[config.mk]
export PLATFORM = sky130hd
export DESIGN_NAME = ring_scheduler
export DESIGN_NICKNAME = d
export VERILOG_FILES = /design/src/rtl/ring_sched_pkg.sv /design/src/rtl/ring_arbiter.sv /design/src/rtl/ring_scheduler.sv
export SDC_FILE = /design/constraint.sdc
export NUM_CORES = 1
export LEC_CHECK = 0
export CAP_MARGIN = 20
export CORE_AREA = 2 2 67 69
export DETAILED_ROUTE_END_ITERATION = 16
export DIE_AREA = 0 0 69 71
export GPL_TIMING_DRIVEN = 1
export PLACE_DENSITY = 0.65
export SYNTH_ARGS = -nofsm -noshare
export SYNTH_HDL_FRONTEND = slang
export SYNTH_SLANG_ARGS = --single-unit
export TNS_END_PERCENT = 20
[constraint.sdc]
create_clock -name clk -period 2.1 [get_ports clk]
set_clock_uncertainty 0.1 [all_clocks]
set_input_delay 0.21 -clock clk [delete_from_list [all_inputs] [get_ports clk]]
set_output_delay 0.21 -clock clk [all_outputs]
set_load 0.1 [all_outputs]
[src/rtl/ring_sched_pkg.sv]
// Shared encodings for the ring scheduler: source codes, FSM states and
// the chime beep clamp.
package ring_sched_pkg;

  localparam logic [1:0] SRC_NONE  = 2'd0;
  localparam logic [1:0] SRC_TIMER = 2'd1;
  localparam logic [1:0] SRC_ALARM = 2'd2;
  localparam logic [1:0] SRC_CHIME = 2'd3;

  localparam logic [3:0] CHIME_MAX = 4'd12;

  typedef enum logic [1:0] {
    IDLE  = 2'd0,
    PULSE = 2'd1,
    ON    = 2'd2,
    OFF   = 2'd3
  } state_t;

  function automatic logic [3:0] clamp_chime(input logic [3:0] cnt);
    logic [3:0] res;
    if (cnt > CHIME_MAX) begin
      res = CHIME_MAX;
    end else begin
      res = cnt;
    end
    return res;
  endfunction

endpackage

[src/rtl/ring_arbiter.sv]
// Fixed-priority picker over the latched requests: alarm, then timer, then chime.
module ring_arbiter
  import ring_sched_pkg::*;
(
  input  logic [2:0] pending,
  output logic [2:0] grant,
  output logic [1:0] grant_src
);

  // priority select, pending bit order is {chime, alarm, timer}
  always_comb begin
    grant     = 3'b000;
    grant_src = SRC_NONE;
    if (pending[1]) begin
      grant     = 3'b010;
      grant_src = SRC_ALARM;
    end else if (pending[0]) begin
      grant     = 3'b001;
      grant_src = SRC_TIMER;
    end else if (pending[2]) begin
      grant     = 3'b100;
      grant_src = SRC_CHIME;
    end else begin
      grant     = 3'b000;
      grant_src = SRC_NONE;
    end
  end

endmodule

[src/rtl/ring_scheduler.sv]
// Grants one alert source at a time and sequences its ring start pulse
// followed by the on/off buzzer cadence.
module ring_scheduler
  import ring_sched_pkg::*;
#(
  parameter int RING_PULSE  = 3,
  parameter int BEEP_ON     = 200,
  parameter int BEEP_OFF    = 300,
  parameter int TIMER_BEEPS = 20,
  parameter int ALARM_BEEPS = 120
) (
  input  logic       clk,
  input  logic       reset,
  input  logic       req_timer,
  input  logic       req_alarm,
  input  logic       req_chime,
  input  logic [3:0] chime_count,
  input  logic       stop,
  output logic       ring,
  output logic       buzzer,
  output logic       busy,
  output logic [1:0] src,
  output logic [2:0] pending
);

  localparam int PH_MAX = (RING_PULSE > BEEP_ON)
                        ? ((RING_PULSE > BEEP_OFF) ? RING_PULSE : BEEP_OFF)
                        : ((BEEP_ON > BEEP_OFF) ? BEEP_ON : BEEP_OFF);
  localparam int PH_W = ($clog2(PH_MAX) < 1) ? 1 : $clog2(PH_MAX);
  localparam int BC_W = ($clog2(ALARM_BEEPS + 1) < 4) ? 4 : $clog2(ALARM_BEEPS + 1);

  localparam logic [PH_W-1:0] PH_ZERO  = PH_W'(0);
  localparam logic [PH_W-1:0] PH_ONE   = PH_W'(1);
  localparam logic [PH_W-1:0] PH_PULSE = PH_W'(RING_PULSE - 1);
  localparam logic [PH_W-1:0] PH_ON    = PH_W'(BEEP_ON - 1);
  localparam logic [PH_W-1:0] PH_OFF   = PH_W'(BEEP_OFF - 1);
  localparam logic [BC_W-1:0] BC_ZERO  = BC_W'(0);
  localparam logic [BC_W-1:0] BC_ONE   = BC_W'(1);
  localparam logic [BC_W-1:0] BC_TIMER = BC_W'(TIMER_BEEPS);
  localparam logic [BC_W-1:0] BC_ALARM = BC_W'(ALARM_BEEPS);

  state_t          state_r, state_s;
  logic [PH_W-1:0] ph_r, ph_s;
  logic [BC_W-1:0] bc_r, bc_s, grant_bc_s;
  logic [1:0]      src_r, src_s, gsrc_s;
  logic [2:0]      pend_r, pend_s, grant_s, clr_s;
  logic [3:0]      chime_r, chime_s;
  logic            ring_r, buzzer_r, busy_r;
  logic            preempt_s, acc_timer_s, acc_alarm_s, acc_chime_s;

  ring_arbiter u_arbiter (
    .pending   (pend_r),
    .grant     (grant_s),
    .grant_src (gsrc_s)
  );

  // beep count loaded with a grant from IDLE
  always_comb begin
    grant_bc_s = BC_ZERO;
    case (gsrc_s)
      SRC_TIMER: grant_bc_s = BC_TIMER;
      SRC_ALARM: grant_bc_s = BC_ALARM;
      SRC_CHIME: grant_bc_s = BC_W'(chime_r);
      default:   grant_bc_s = BC_ZERO;
    endcase
  end

  // request acceptance; a request for the source already in session is dropped
  always_comb begin
    acc_timer_s = req_timer & (src_r != SRC_TIMER);
    acc_alarm_s = req_alarm & (src_r != SRC_ALARM);
    acc_chime_s = req_chime & (chime_count != 4'd0) & (src_r != SRC_CHIME);
    pend_s      = (pend_r & ~clr_s) | {acc_chime_s, acc_alarm_s, acc_timer_s};
    chime_s     = acc_chime_s ? clamp_chime(chime_count) : chime_r;
  end

  // session sequencing: grant, preemption by alarm, stop, phase and beep countdown
  always_comb begin
    state_s   = state_r;
    ph_s      = ph_r;
    bc_s      = bc_r;
    src_s     = src_r;
    clr_s     = 3'b000;
    preempt_s = pend_r[1] & (src_r != SRC_ALARM);
    if (state_r == IDLE) begin
      if (|pend_r) begin
        state_s = PULSE;
        ph_s    = PH_PULSE;
        src_s   = gsrc_s;
        bc_s    = grant_bc_s;
        clr_s   = grant_s;
      end else begin
        state_s = IDLE;
      end
    end else if (preempt_s) begin
      // stop in the same cycle loses to the alarm
      state_s = PULSE;
      ph_s    = PH_PULSE;
      src_s   = SRC_ALARM;
      bc_s    = BC_ALARM;
      clr_s   = 3'b010;
    end else if (stop) begin
      state_s = IDLE;
      ph_s    = PH_ZERO;
      bc_s    = BC_ZERO;
      src_s   = SRC_NONE;
    end else begin
      case (state_r)
        PULSE: begin
          if (ph_r == PH_ZERO) begin
            state_s = ON;
            ph_s    = PH_ON;
          end else begin
            ph_s = ph_r - PH_ONE;
          end
        end
        ON: begin
          if (ph_r == PH_ZERO) begin
            state_s = OFF;
            ph_s    = PH_OFF;
          end else begin
            ph_s = ph_r - PH_ONE;
          end
        end
        OFF: begin
          if (ph_r != PH_ZERO) begin
            ph_s = ph_r - PH_ONE;
          end else if (bc_r == BC_ONE) begin
            state_s = IDLE;
            bc_s    = BC_ZERO;
            src_s   = SRC_NONE;
          end else begin
            state_s = ON;
            ph_s    = PH_ON;
            bc_s    = bc_r - BC_ONE;
          end
        end
        default: begin
          state_s = IDLE;
          ph_s    = PH_ZERO;
          bc_s    = BC_ZERO;
          src_s   = SRC_NONE;
        end
      endcase
    end
  end

  // state, counters, latches and registered outputs
  always_ff @(posedge clk) begin
    if (reset) begin
      state_r  <= IDLE;
      ph_r     <= PH_ZERO;
      bc_r     <= BC_ZERO;
      src_r    <= SRC_NONE;
      pend_r   <= 3'b000;
      chime_r  <= 4'd0;
      ring_r   <= 1'b0;
      buzzer_r <= 1'b0;
      busy_r   <= 1'b0;
    end else begin
      state_r  <= state_s;
      ph_r     <= ph_s;
      bc_r     <= bc_s;
      src_r    <= src_s;
      pend_r   <= pend_s;
      chime_r  <= chime_s;
      ring_r   <= (state_s == PULSE);
      buzzer_r <= (state_s == ON);
      busy_r   <= (state_s != IDLE);
    end
  end

  assign ring    = ring_r;
  assign buzzer  = buzzer_r;
  assign busy    = busy_r;
  assign src     = src_r;
  assign pending = pend_r;

endmodule

### Word-level counts from Yosys, hierarchy flattened

Cells that the tools add are included.

* bitwise logic cells: 8
* equality and inequality tests: 17
* multiplexer cells: 43
* add/subtract/negate cells: 2
* reductions and logical operators: 10
* order comparisons: 1

Operator list (number)
* two-way mux 9 bit: 8
* two-way mux 7 bit: 6
* two-way mux 2 bit: 17
* case mux 9 bit (3 select lines): 1
* case mux 7 bit (3 select lines): 1
* two-way mux 3 bit: 5
* case mux 7 bit (2 select lines): 1
* == test 2 bit, second input constant: 5
* != test 5 bit, second input constant: 2
* logical NOT 9 bit: 1
* nonzero test 9 bit: 1
* subtractor 9 x 1 -> 9 bit, second input constant: 1
* == test 7 x 1 -> 1 bit, second input constant: 1
* subtractor 7 x 1 -> 7 bit, second input constant: 1
* == test 2 x 1 -> 1 bit, second input constant: 3
* != test 6 bit, second input constant: 1
* case mux 2 bit (3 select lines): 1
* AND 1 bit: 5
* > comparator 4 bit, second input constant: 1
* two-way mux 4 bit: 1
* != test 2 x 1 -> 1 bit, second input constant: 2
* != test 2 bit, second input constant: 2
* != test 4 x 1 -> 1 bit, second input constant: 1
* case mux 2 bit (2 select lines): 1
* 12 further kinds: 12

* output and inout port bits: 8
* flip-flop bits (word level): 30
* word-level logic and storage cells: 90

### Longest topological paths before layout

* depth after elaboration: 8
* mapped depth: 8

### Cells and area by module

Synthesis repeated with hierarchy kept, for this count alone.

* cells, all modules: 223
* area, all modules: 1821.7 µm²

By module, submodules not included
* ring_scheduler: cells an instance 216, times used 1, area an instance 1774.2 µm², sequential area each 600.6 µm²
* ring_arbiter: cells an instance 7, times used 1, area an instance 47.5 µm², sequential area each 0.0 µm²

### Worst setup path before layout

No wires, ideal clock.

* path type: register to register
* from: register pend_r[1] (netlist: pending[1])
* to: register ph_r[8]
* arrival time: 2.474 ns
* library setup time: 0.070 ns
* clock period less this slack: 2.644 ns
* stages on the path, launching flop included: 7
* setup slack: -0.544 ns
* cells stage by stage: dfxtp_1 clkbuf_2 inv_1 o21ai_1 nor2_1 or4_1 a21oi_1

* longest elaborated chain between the ends: 3
* elaborated cells between the ends (all ways): 7
* those cells by class: eq/ne: 2; mux: 2; bitwise: 1; reduce/logical: 2

Ends and longest elaborated chain
* start: declaration: line ring_scheduler.sv:46 `logic [2:0] pend_r, pend_s, grant_s, clr_s;`
* start signal: assignment: line ring_scheduler.sv:165 `pend_r <= pend_s;`
* AND 1 bit / OR reduction 3 bit (equally long branches): line ring_scheduler.sv:84, ring_scheduler.sv:86
* != test 6 bit (no line) (tied with other cells)
* AND reduction 2 bit (no line) / two-way mux 9 bit (equally long branches)
* end signal: assignment: line ring_scheduler.sv:162 `ph_r <= ph_s;`
* end: declaration: line ring_scheduler.sv:43 `logic [PH_W-1:0] ph_r, ph_s;`

Parallel ways exist; a longest one is shown, timed or not.
A chain may end at the register's enable or synchronous reset.

### Final worst setup path

* from: register ph_r[1]
* to: register buzzer_r (netlist: buzzer)

* longest elaborated chain between the ends: 7
* elaborated cells between the ends (all ways): 10
* those cells by class: eq/ne: 1; mux: 7; reduce/logical: 2

Ends and longest elaborated chain
* nonzero test 9 bit / logical NOT 9 bit (equally long branches): line ring_scheduler.sv:126, ring_scheduler.sv:110, ring_scheduler.sv:118
* two-way mux 2 bit (on tied branches): line ring_scheduler.sv:126, ring_scheduler.sv:110, ring_scheduler.sv:118
* case mux 2 bit (3 select lines) (*): line ring_scheduler.sv:108 `case (state_r)`
* two-way mux 2 bit (*): line ring_scheduler.sv:102 `end else if (stop) begin`
* two-way mux 2 bit (*): line ring_scheduler.sv:95 `end else if (preempt_s) begin`
* two-way mux 2 bit (*): line ring_scheduler.sv:85 `if (state_r == IDLE) begin`
* == test 2 bit (*): line ring_scheduler.sv:168 `buzzer_r <= (state_s == ON);`
* end signal: assignment: line ring_scheduler.sv:168
* end: declaration: line ring_scheduler.sv:48 `logic ring_r, buzzer_r, busy_r;`

Every way passes the cells marked *; elsewhere a longest branch is shown, timed or not.

==> results.txt <==
DR iter-0 viols = 110
Final critical-path share of the clock period = 100%
DP Area = 0.00223 mm2
Largest area contributor in the netlist = dfxtp_1
Initial antenna violation count = 0
Count leader, synth = dfxtp_1
Worst Hold Depth = 2
Gr usage total = 19.7%
Post-layout net count = 303
Vias = 1,884
Failing checks = negative setup slack
Netlist Area Pre-Place = 0.00183 mm2
Peak supply drop = 0.438 mV
Synth top cells by count = 30 x dfxtp_1, 27 x nor2_1, 22 x a21oi_1, 22 x o21ai_0, 20 x nand2_1
Worst-Margin Slew = 0.410 ns
Worst-path clk slew = 0.06 ns
Setup violations, final = 1
Ports = 18
CTS buffer count = 5
DPL Wire Length = 3.60 mm
Area of the multi-input gates = 0.00120 mm2
Reg2Reg Setup Slack = -0.01 ns
Crit-path max cell delay = 0.48 ns
WS Path Type = reg2reg
Post-synthesis sequential area ratio = 32.9%
Maximum number of pins on one net before global-route repair = 16
Syn Inst Count = 232
DP Worst Slack = -0.104 ns
Max-cap violations = 0
H-tree depth reported by CTS = 2
PwrDens = 742 mW/mm2
Rel. slew slack = 72.5%
Hold Crit Start = chime_r[2]
First-pass GRT wire length = 7.93 mm
Worst Path Buf+Inv = 1
EDFF count, synth = 0
Vias in the first global route = 1,815
Root buffer cell = clkbuf_8
Final Cell Area = 0.00249 mm2
Status = complete, but fails checks
Port Buffer Count = 17
Vias per Instance = 5.61
Hold crit path type = reg2reg
DR WL/cell = 14.1 um
Worst R2R End = buzzer
CP Cell Sequence = inv_2 > ha_4 > or4b_4 > nor3b_4 > mux2i_1 > o211a_1 > nor3b_2
Maximum clock rate = 0.474 GHz
Static Leak = 1.00 nW
Core ar. = 0.00420 mm2
Critical path launch point type = flip-flop
Main flop type after synthesis = dfxtp_1
Total power = 0.00185 W
Final hold viol count = 0
Die W = 69 um
Clock sinks = 30
Post-synthesis async set-or-reset flop share = 0%
Crit. End Element = flip-flop
Initial core utilization = 43.4%
Initial DRT Pass Iterations = 4
Synth area leaders = dfxtp_1 33%, ha_1 6.9%, a21oi_1 6.0%, o21ai_0 6.0%, nor2_1 5.6%
Layout cells sized above 1 = 28.5%
Yosys top cell area share = 32.9%
Layout area overhead = 36.5%
Unique masters post-synth = 53
Gpl congestion = 0.826
CTS tree = yes
Critical-path top delay cell = or4b_4
Met3 wire length = 174 um
M1 WL = 2.11 mm
Synth Area in Adders = 6.85%
Critical Path RT = 2.21 ns
R2r worst-path depth = 7
Die area = 0.00490 mm2
Synth Area in Compound Gates = 29.2%
Critical-path maximum fanout = 5
Syn Nets = 252
Max-slew violations = 0
CP delay by family, top = simple AND/OR/NAND/NOR gates
Mux contribution to synthesized area = 1.10%
Post-Synth Simple-Gate Area = 24.1%
Die Height = 71 um
Reg area = 618 um2
Grt total ovfl = 0
CTS max path bufs = 2
XOR/XNOR share of the synthesized area = 0.480%
WL met2 = 2.41 mm
Final min period = 2.11 ns
Synth Register Bits = 30
Clock Latency Late Sink = 0.28 ns
Total number of yosys warnings = 0
Largest family of logic cells by synthesized area = compound AO/OA/AOI/OAI gates
Arrival @ worst endpoint = 2.22 ns
Fin util = 59.3%
Core Rows = 24
R2r startpoint = ph_r[1]
Layout filler cell count = 392
Setup ws final = -0.0104 ns
# DRC = 0
Hold Path End = chime_r[2]
Avg Cell Area, Syn = 7.87 um2
Highest metal used = met4
RSZ-0062 raised after global routing = true
ANT cells = 0
Total routed wirelength = 4.73 mm
Routed Antenna Nets = 0
==> where the power goes <==
| part | internal, W | switching, W |
|---|---|---|
| Sequential | 0.000614 | 0.0000366 |
| Combinational | 0.000267 | 0.000386 |
| Clock | 0.000331 | 0.000214 |
==> cells in the final DEF (no fill, tap or decap), types with 3 or more instances in the layout <==
| master | netlist | final |
|---|---|---|
| or4_1 | 3 | 3 |
| a22oi_1 | 3 | 3 |
| nand2_1 | 20 | 20 |
| o211ai_1 | 3 | 3 |
| dfxtp_4 | 0 | 3 |
| nor2_1 | 27 | 27 |
| nand2b_1 | 3 | 3 |
| buf_4 | 1 | 42 |
| o21ai_0 | 22 | 19 |
| nor4_1 | 3 | 3 |
| a21oi_1 | 22 | 22 |
| inv_1 | 15 | 11 |
| nand3_1 | 6 | 6 |
| o22ai_1 | 3 | 3 |
| ha_1 | 10 | 7 |
| nor3_1 | 6 | 6 |
| inv_2 | 0 | 4 |
| clkdlybuf4s50_1 | 0 | 9 |
| dfxtp_1 | 30 | 22 |
| o21ai_1 | 2 | 4 |
| clkbuf_8 | 0 | 8 |
| o21bai_1 | 3 | 3 |
| dfxtp_2 | 0 | 5 |
==> per-layer routing <==
metal / track usage (%) / up-vias
li1: - / 953
met1: 23.5 / 894
met5: 0 / -
met4: 5.88 / 0
met3: 3.85 / 4
met2: 35.8 / 33
==> final cells by class <==
| cell class | instances | share of cell area (%) |
|---|---|---|
| clock buffers | 8 | 4.42 |
| inverters | 15 | 2.26 |
| multi-input cells | 178 | 48.4 |
| flip-flops and latches | 30 | 24.8 |
| well taps | 52 | 2.61 |
| repair buffers | 53 | 17.5 |
==> tightest hold or removal path, delay by kind of cell, from the launching register on <==
family	cells	cell delay (ns)
and+or+nand+nor	1	0.05
AOI/OAI and AO/OA	1	0.05
DFF	1	0.31
==> kinds of logic (layout without fill, tap and decap cells) <==
| group | Yosys count | in the layout |
|---|---|---|
| AO/OA/AOI/OAI | 80 | 80 |
| XOR/XNOR | 1 | 1 |
| buffers and inverters | 24 | 76 |
| flip-flops | 30 | 30 |
| adder cells (fa/ha/maj) | 10 | 10 |
| AND/OR/NAND/NOR | 85 | 85 |
| multiplexers | 2 | 2 |
==> stage by stage <==
stage / setup TNS (ns) / instances / hold WS [ns]
after floorplan: -0.0565 / 232 / 0.236
after global placement: -0.156 / 321 / 0.351
after detailed placement: -0.714 / 321 / 0.350
after CTS: -0.0417 / 331 / 0.360
after global routing: -0.447 / 336 / 0.376
final: -0.0104 / 336 / 0.357
==> registers in the layout, indices dropped and copies added (netlist names) <==
signal / flops
busy: 1
pending: 3
state_r: 2
bc_r: 7
buzzer: 1
src: 2
ph_r: 9
chime_r: 4
ring: 1
==> repair_timing <==
action | CTS | global route
buffers inserted | 2 | 4
pin swaps | 5 | 9
endpoints found under the setup margin | 19 | 23
resized for setup | 9 | 19
hold buffers | 0 | 0
gates cloned | 0 | 1
==> worst max path at each step <==
stage,startpoint,to,slack [ns],depth (start not counted)
after floorplan,src[1],ph_r[3],-0.02,5
after global placement,bc_r[1],ph_r[2],-0.06,8
after detailed placement,bc_r[1],ph_r[2],-0.10,8
after CTS,state_r[0],ph_r[6],-0.02,6
after global routing,state_r[0],ph_r[7],-0.08,8
final,ph_r[1],buzzer,-0.01,7
No activity file was read; power rests on OpenSTA's default activity.
